`src/rtl/adder_pkg.sv`:
```
`default_nettype none
// ============================================================================
// Module   : adder_pkg
// Brief    : Shared slice width, FSM state type and width check for the
//            sliced wide adder.
// Revision : 1.0 - initial release
// ============================================================================
package adder_pkg;

    localparam int SLICE_W = 8;

    typedef enum logic [1:0] {
        IDLE = 2'd0,
        RUN  = 2'd1,
        DONE = 2'd2
    } state_t;

    function automatic bit width_ok(input int width, input int slice);
        return (slice > 0) && (width >= slice) && ((width % slice) == 0);
    endfunction

endpackage
`default_nettype wire

```
`src/rtl/slice_csel_add.sv`:
```
`default_nettype none
// ============================================================================
// Module   : slice_csel_add
// Brief    : Combinational W-bit carry-select adder: low half ripples from
//            c_in, high half is precomputed for both carries and muxed.
// Revision : 1.0 - initial release
// ============================================================================
module slice_csel_add #(
    parameter int W = 8
) (
    input  logic [W-1:0] a,
    input  logic [W-1:0] b,
    input  logic         c_in,
    output logic [W-1:0] sum,
    output logic         c_out
);

    localparam int LO_W = W / 2;
    localparam int HI_W = W - LO_W;

    function automatic logic [LO_W:0] ripple_lo(input logic [LO_W-1:0] x,
                                                input logic [LO_W-1:0] y,
                                                input logic            ci);
        logic [LO_W:0] r;
        logic          c;
        r = '0;
        c = ci;
        for (int i = 0; i < LO_W; i++) begin
            r[i] = x[i] ^ y[i] ^ c;
            c    = (x[i] & y[i]) | (c & (x[i] ^ y[i]));
        end
        r[LO_W] = c;
        return r;
    endfunction

    function automatic logic [HI_W:0] ripple_hi(input logic [HI_W-1:0] x,
                                                input logic [HI_W-1:0] y,
                                                input logic            ci);
        logic [HI_W:0] r;
        logic          c;
        r = '0;
        c = ci;
        for (int i = 0; i < HI_W; i++) begin
            r[i] = x[i] ^ y[i] ^ c;
            c    = (x[i] & y[i]) | (c & (x[i] ^ y[i]));
        end
        r[HI_W] = c;
        return r;
    endfunction

    logic [LO_W:0] w_lo;
    logic [HI_W:0] w_hi0;
    logic [HI_W:0] w_hi1;
    logic [HI_W:0] w_hi_sel;

    assign w_lo  = ripple_lo(a[LO_W-1:0], b[LO_W-1:0], c_in);
    assign w_hi0 = ripple_hi(a[W-1:LO_W], b[W-1:LO_W], 1'b0);
    assign w_hi1 = ripple_hi(a[W-1:LO_W], b[W-1:LO_W], 1'b1);

    // Low-half carry picks which speculative high half is real
    assign w_hi_sel = w_lo[LO_W] ? w_hi1 : w_hi0;

    assign sum   = {w_hi_sel[HI_W-1:0], w_lo[LO_W-1:0]};
    assign c_out = w_hi_sel[HI_W];

endmodule
`default_nettype wire

```
`src/rtl/sliced_wide_adder.sv`:
```
`default_nettype none
// ============================================================================
// Module   : sliced_wide_adder
// Brief    : Multi-cycle WIDTH-bit add/subtract streaming one SLICE-bit chunk
//            per clock through a single carry-select slice.
// Revision : 1.0 - initial release
// ============================================================================
module sliced_wide_adder
    import adder_pkg::*;
#(
    parameter int WIDTH = 32,
    parameter int SLICE = SLICE_W
) (
    input  logic             clk,
    input  logic             rst,
    input  logic             in_valid,
    output logic             in_ready,
    input  logic [WIDTH-1:0] a,
    input  logic [WIDTH-1:0] b,
    input  logic             c_in,
    input  logic             sub,
    output logic             out_valid,
    input  logic             out_ready,
    output logic [WIDTH-1:0] sum,
    output logic             c_out,
    output logic             ovf,
    output logic             busy
);

    localparam int NSLICE = WIDTH / SLICE;
    localparam int IDX_W  = (NSLICE > 1) ? $clog2(NSLICE) : 1;
    localparam logic [IDX_W-1:0] C_LAST_IDX = IDX_W'(NSLICE - 1);

    generate
        if (!width_ok(WIDTH, SLICE)) begin : g_bad_width
            $error("sliced_wide_adder: WIDTH must be a positive multiple of SLICE");
        end
    endgenerate

    state_t             r_state;
    logic [WIDTH-1:0]   r_a;
    logic [WIDTH-1:0]   r_b;
    logic               r_carry;
    logic [IDX_W-1:0]   r_idx;
    logic [WIDTH-1:0]   r_sum;
    logic               r_c_out;
    logic               r_ovf;

    logic [SLICE-1:0]   w_a_slice;
    logic [SLICE-1:0]   w_b_slice;
    logic [SLICE-1:0]   w_s;
    logic               w_co;

    assign w_a_slice = r_a[r_idx*SLICE +: SLICE];
    assign w_b_slice = r_b[r_idx*SLICE +: SLICE];

    slice_csel_add #(
        .W     (SLICE)
    ) u_slice (
        .a     (w_a_slice),
        .b     (w_b_slice),
        .c_in  (r_carry),
        .sum   (w_s),
        .c_out (w_co)
    );

    always_ff @(posedge clk) begin
        if (rst) begin
            r_state <= IDLE;
            r_a     <= '0;
            r_b     <= '0;
            r_carry <= 1'b0;
            r_idx   <= '0;
            r_sum   <= '0;
            r_c_out <= 1'b0;
            r_ovf   <= 1'b0;
        end else begin
            case (r_state)
                IDLE: begin
                    if (in_valid) begin
                        // Subtract is a + ~b + 1; c_in is ignored then
                        r_a     <= a;
                        r_b     <= sub ? ~b : b;
                        r_carry <= sub ? 1'b1 : c_in;
                        r_idx   <= '0;
                        r_state <= RUN;
                    end
                end
                RUN: begin
                    r_sum[r_idx*SLICE +: SLICE] <= w_s;
                    r_carry <= w_co;
                    r_idx   <= r_idx + 1'b1;
                    if (r_idx == C_LAST_IDX) begin
                        r_c_out <= w_co;
                        r_ovf   <= (r_a[WIDTH-1] == r_b[WIDTH-1]) &&
                                   (w_s[SLICE-1] != r_a[WIDTH-1]);
                        r_state <= DONE;
                    end
                end
                DONE: begin
                    if (out_ready) begin
                        r_state <= IDLE;
                    end
                end
                default: begin
                    r_state <= IDLE;
                end
            endcase
        end
    end

    assign in_ready  = (r_state == IDLE);
    assign out_valid = (r_state == DONE);
    assign busy      = (r_state == RUN) || (r_state == DONE);
    assign sum       = r_sum;
    assign c_out     = r_c_out;
    assign ovf       = r_ovf;

endmodule
`default_nettype wire

```
`config.mk`:
```
export PLATFORM = sky130hd
export DESIGN_NAME = sliced_wide_adder
export DESIGN_NICKNAME = d
export VERILOG_FILES = /design/src/rtl/adder_pkg.sv /design/src/rtl/slice_csel_add.sv /design/src/rtl/sliced_wide_adder.sv
export SDC_FILE = /design/constraint.sdc
export NUM_CORES = 1
export LEC_CHECK = 0
export BUFFER_PORTS_ARGS = -buffer_cell sky130_fd_sc_hd__buf_4
export CAP_MARGIN = 5
export CORE_MARGIN = 2
export CORE_UTILIZATION = 45
export CTS_CLUSTER_DIAMETER = 30
export CTS_CLUSTER_SIZE = 8
export DETAILED_ROUTE_END_ITERATION = 7
export PLACE_DENSITY_LB_ADDON = 0.05
export SLEW_MARGIN = 20
export SYNTH_ARGS = -nofsm -noshare
export SYNTH_HDL_FRONTEND = slang
export SYNTH_SLANG_ARGS = --single-unit
export TNS_END_PERCENT = 50
```
`constraint.sdc`:
```
create_clock -name clk -period 10.55 [get_ports clk]
set_clock_uncertainty 0.05 [all_clocks]
set_input_delay 1.055 -clock clk [delete_from_list [all_inputs] [get_ports clk]]
set_output_delay 1.055 -clock clk [all_outputs]
set_load 0.02 [all_outputs]
```
# Word level (Yosys, flattened, before mapping)
# Index checks and enable logic that the tools add are counted.
[totals]
register_bits = 103
input_bits = 70
elab_cells = 91
[classes]
addsub = 2
eq_ne = 8
shift = 4
mux = 12
bitwise_logic = 49
n_reduce_logical = 8
[op_table]
columns = ["operator", "n"]
rows = [
  ["$shiftx A32 B6 Y8", 2],
  ["$neg A5 Y34", 1],
  ["$shift A8 B34 Y32 const A", 1],
  ["$shiftx A8 B34 Y32", 1],
  ["$bwmux W32", 1],
  ["$mux W32", 1],
  ["$not A32 Y32", 1],
  ["$and A1 B1 Y1", 18],
  ["$xor A1 B1 Y1", 18],
  ["$or A1 B1 Y1", 11],
  ["$mux W2", 4],
  ["$pmux W2 S3", 1],
  ["$reduce_and A2 Y1", 3],
  ["$mux W5", 1],
  ["$eq A2 B2 Y1 const B", 2],
  ["$ne A2 B2 Y1 const B", 2],
  ["$pmux W2 S2", 1],
  ["$reduce_and A3 Y1", 1],
  ["$add A2 B1 Y2 const B", 1],
  ["$eq A2 B1 Y1 const B", 1],
  ["$logic_not A2 Y1", 1],
  ["$mux W1", 2],
  ["$ne A2 B1 Y1 const B", 1],
  ["$pmux W1 S2", 1],
  ["other kinds (6)", 6],
]

# Longest topological paths before layout
[depth]
depth_word = 13
depth_mapped = 17
ltp_nobuf = 16

# By module
# Synthesis repeated with hierarchy kept, for this count alone.
[hier_totals]
cells_unflattened = 502
hier_area_um2 = 4737.0
[by_module_without_submodules]
columns = ["mod", "instances", "cells_per_inst", "area_each_um2", "seq_area_each_um2"]
rows = [
  ["sliced_wide_adder", 1, 478, 4504.3, 2062.0],
  ["slice_csel_add", 1, 24, 232.7, 0.0],
]

# Worst setup path before layout
# OpenSTA, ideal clock, no wires.
[synth_timing]
path_type = "register -> register"
startpoint = "reg r_idx[0]"
endpoint = "reg r_sum[7], in the netlist sum[7]"
setup_time_ps = 117
arrival_time_ps = 4237
required_time_ps = 10383
slack_ps = 6147
stages_incl_launch_ff = 17
path_buffers = 1
period_less_slack_ps = 4403
cell_sequence = "dfxtp_1 -> buf_6 -> mux4_1 -> inv_1 -> fa_1 -> inv_1 -> fa_1 -> fa_1 -> fa_1 -> mux2i_1 -> fa_1 -> inv_1 -> fa_1 -> inv_1 -> fa_1 -> nor2b_1 -> a22o_1"
[synth_via]
elab_chain_len = 13
[synth_lines]
columns = ["element", "line", "text"]
rows = [
  ["start: declaration", "sliced_wide_adder.sv:44", "logic [IDX_W-1:0] r_idx;"],
  ["start signal: assignment", "sliced_wide_adder.sv:92", "r_idx <= r_idx + 1'b1;"],
  ["$shiftx A32 B6 Y8 (on tied branches)", "sliced_wide_adder.sv:54, sliced_wide_adder.sv:55", ""],
  ["$xor A1 B1 Y1", "slice_csel_add.sv:29, slice_csel_add.sv:30", ""],
  ["$and A1 B1 Y1", "slice_csel_add.sv:30", "c = (x[i] & y[i]) | (c & (x[i] ^ y[i]));"],
  ["$or A1 B1 Y1", "slice_csel_add.sv:30", ""],
  ["$and A1 B1 Y1", "slice_csel_add.sv:30", ""],
  ["$or A1 B1 Y1", "slice_csel_add.sv:30", ""],
  ["$and A1 B1 Y1", "slice_csel_add.sv:30", ""],
  ["$or A1 B1 Y1", "slice_csel_add.sv:30", ""],
  ["$and A1 B1 Y1", "slice_csel_add.sv:30", ""],
  ["$or A1 B1 Y1", "slice_csel_add.sv:30", ""],
  ["$mux W5", "slice_csel_add.sv:61", "assign w_hi_sel = w_lo[LO_W] ? w_hi1 : w_hi0;"],
  ["$shiftx A8 B34 Y32", "sliced_wide_adder.sv:90", "r_sum[r_idx*SLICE +: SLICE] <= w_s;"],
  ["$bwmux W32 (*)", "sliced_wide_adder.sv:90", ""],
  ["end signal: indexed assignment", "sliced_wide_adder.sv:90", ""],
  ["end: declaration", "sliced_wide_adder.sv:45", "logic [WIDTH-1:0] r_sum;"],
]
# Every way passes the cells marked *; elsewhere a longest branch is shown, timed or not.
# A chain may end at the register's enable or synchronous reset.

# Worst setup path in the final report
# Ends and elaborated chain as after synthesis.

==> run summary <==
RSZ-0062 raised after global routing = false
Max-Cap Viols = 0
Final setup fails = 0
Vias in the first global route = 3352
Share of layout cells above drive strength 1 = 25.0%
GR Util All Layers = 19.0%
Row cnt = 37
Final period utilization = 44.5%
Worst Reg-to-Reg Cells = 13
DIE WIDTH = 106 um
HP Class = reg2reg
Final core occ = 55.3%
CTS buffer count = 9
Pins over their slew limit = 0
Clock period minus final worst setup slack = 4.69 ns
Seq/Total Area, Yosys = 43.8%
Async SR Flop Fraction = 0%
Cell area power density = 200 nW/um^2
RD Place Congestion = 0.785
Top-area cell type share of the netlist area = 43.8%
First-pass GRT wire length = 16.9 mm
Power Total = 1.13 mW
# Post-CTS Setup Buffers = 0
Synth top cells by count = dfxtp_1, nand2_1, a21oi_1, nor2_1, xnor2_1
Flip-flop and latch area = 2060 um^2
NumNets Final = 638
Initial antenna violation count = 0
Hold Path Stages = 2
Clk sinks = 103
Fillers = 969
Crit end category = flop
DP Wirelength = 7.58 mm
Pre-CTS setup slack = 5.86 ns
Kind of critical path = reg2reg
Cts repair resizes = 0
Worst setup SP type = flop
Main flop type after synthesis = dfxtp_1
Peak supply drop = 83.3 uV
Final Hold Vio Count = 0
Pleak = 2.31 nW
EDFF count, synth = 0
Post-synthesis instance area = 4700 um^2
Fin Setup TNS = 0 ns
Worst Tran Pin Value = 1.04 ns
DR vias/cell = 5.15
Routed Antenna Nets = 0
FF+latch count, synth = 103
Io pins = 107
CP bufs+invs = 3
Post-synth cell types = 36
Multi-input gate area in the final layout = 2340 um^2
CP max-delay cell = mux4_2
Area leader, netlist = dfxtp_1
Worst endpoint required time = 10.77 ns
Reg clk slew, reported paths = 0.10 ns
Avg Inst Size Synth = 10.1 um^2
Final WL = 10.5 mm
Number of diodes = 0
Crit path DAT = 4.91 ns
Starting Density = 46.0%
Hold buffers post-CTS = 0
Clk root buf = clkbuf_8
Total core area = 10200 um^2
Status = finished clean
Largest net degree at the start of global routing = 97
Top post-synthesis cells by area = dfxtp_1, xnor2_1, a22o_1, nand2_1, a211oi_1
Port Buf Inserts = 106
CP most frequent cell = fa_1
H-tree Lvls = 3
Vias = 3559
Die Span Y = 106 um
CTS tree = built
Initial DRC count = 170
Worst-path maximum fanout = 20
GR Overflow Total = 0
Cell count after synthesis = 466
Mapped Nets = 554
CP max stage delay = 0.57 ns
Crit path max-delay family = adder cells
Yosys warns = 0
Clk Latency, worst-skew pair = 0.36 ns
DRT Pass-1 Iters = 4
Area delta synth->final = 20.3%
Worst-path cell chain = buf_4, mux4_2, fa_1, fa_1, fa_1, mux2i_1, fa_1, inv_1, fa_1, inv_1, fa_1, nor2b_1, a22o_1
Rel. slew slack = 30.5%
WL/cell = 15.2 um
CP Depth = 13
# DRC = 0
Fin worst setup slack = 5.86 ns
Count leader, synth = dfxtp_1
F_max = 0.213 GHz
Clk buf depth = 2
Die area = 11300 um^2
-- per-layer routing --
layer | track usage [%] | vias to the layer above | wire length [um]
met2 | 29.9 | 85 | 4890
met4 | 5.08 | 0 | 97
met1 | 26.2 | 1678 | 5040
li1 | - | 1788 | -
met5 | 0 | - | 0
met3 | 4.72 | 8 | 482
-- logic make-up (layout without fill, tap and decap cells) --
logic type | Yosys count | after routing | share of synthesized area, %
AND/OR/NAND/NOR | 128 | 128 | 11.7
AO/OA/AOI/OAI | 109 | 109 | 16.6
flip-flops | 103 | 103 | 43.8
buffers and inverters | 54 | 143 | 6.52
XOR/XNOR | 33 | 33 | 6.15
multiplexers | 21 | 21 | 9.36
adder cells (fa/ha/maj) | 18 | 18 | 5.91
-- power by group --
group / total [mW] / leakage [nW] / switching, mW / internal (mW)
clock network: 0.256 / 0.0998 / 0.142 / 0.114
registers: 0.497 / 0.843 / 0.0416 / 0.455
logic: 0.381 / 1.37 / 0.217 / 0.164
-- state kept, by name, summed over array words and instances, names as in the netlist --
name,count
sum,32
r_carry,1
r_b,32
r_a,32
c_out,1
r_idx,2
ovf,1
r_state,2
-- cell type report --
| cell class | count | area share, % |
|---|---|---|
| clock inverters | 6 | 1.33 |
| well taps | 136 | 3.01 |
| repair buffers | 109 | 14.5 |
| multi-input cells | 309 | 41.3 |
| flip-flops and latches | 103 | 36.5 |
| clock buffers | 10 | 2.26 |
| inverters | 18 | 1.19 |
-- tightest hold or removal path: cells and delay by family (launching register included) --
kind	cells	cell delay, ns
AO/OA/AOI/OAI	1	0.05
flip-flops	1	0.32
AND/OR/NAND/NOR	1	0.05
-- layout by cell type (no fill, tap or decap), drive strengths merged --
| cell type | count |
|---|---|
| a211o | 1 |
| a211oi | 32 |
| a21oi | 41 |
| a221oi | 2 |
| a22o | 32 |
| a32oi | 1 |
| and2 | 1 |
| and4 | 2 |
| and4b | 1 |
| buf | 109 |
| bufinv | 1 |
| clkbuf | 10 |
| clkinvlp | 1 |
| dfxtp | 103 |
| fa | 7 |
| ha | 11 |
| inv | 22 |
| mux2i | 5 |
| mux4 | 16 |
| nand2 | 69 |
| nand2b | 4 |
| nand3 | 1 |
| nand4b | 1 |
| nor2 | 37 |
| nor2b | 8 |
| nor3 | 2 |
| or2 | 1 |
| or3b | 1 |
| xnor2 | 33 |
-- final timing paths --
| kind | startpoint | to | slack, ns |
|---|---|---|---|
| min | r_a[2] | r_a[2] | 0.41 |
| max reg2reg | r_idx[0] | sum[7] | 5.86 |
| max | r_idx[0] | sum[7] | 5.86 |
| min reg2reg | r_a[2] | r_a[2] | 0.41 |
-- metrics by stage --
step	hold slack, ns	instance area (um^2)	std cells
2_1_floorplan	0.382	4700	466
3_3_place_gp	0.392	5450	675
3_5_place_dp	0.397	5450	675
4_1_cts	0.411	5660	691
5_1_grt	0.435	5660	691
6_report	0.408	5660	691
(Power assumes the default switching activity.)
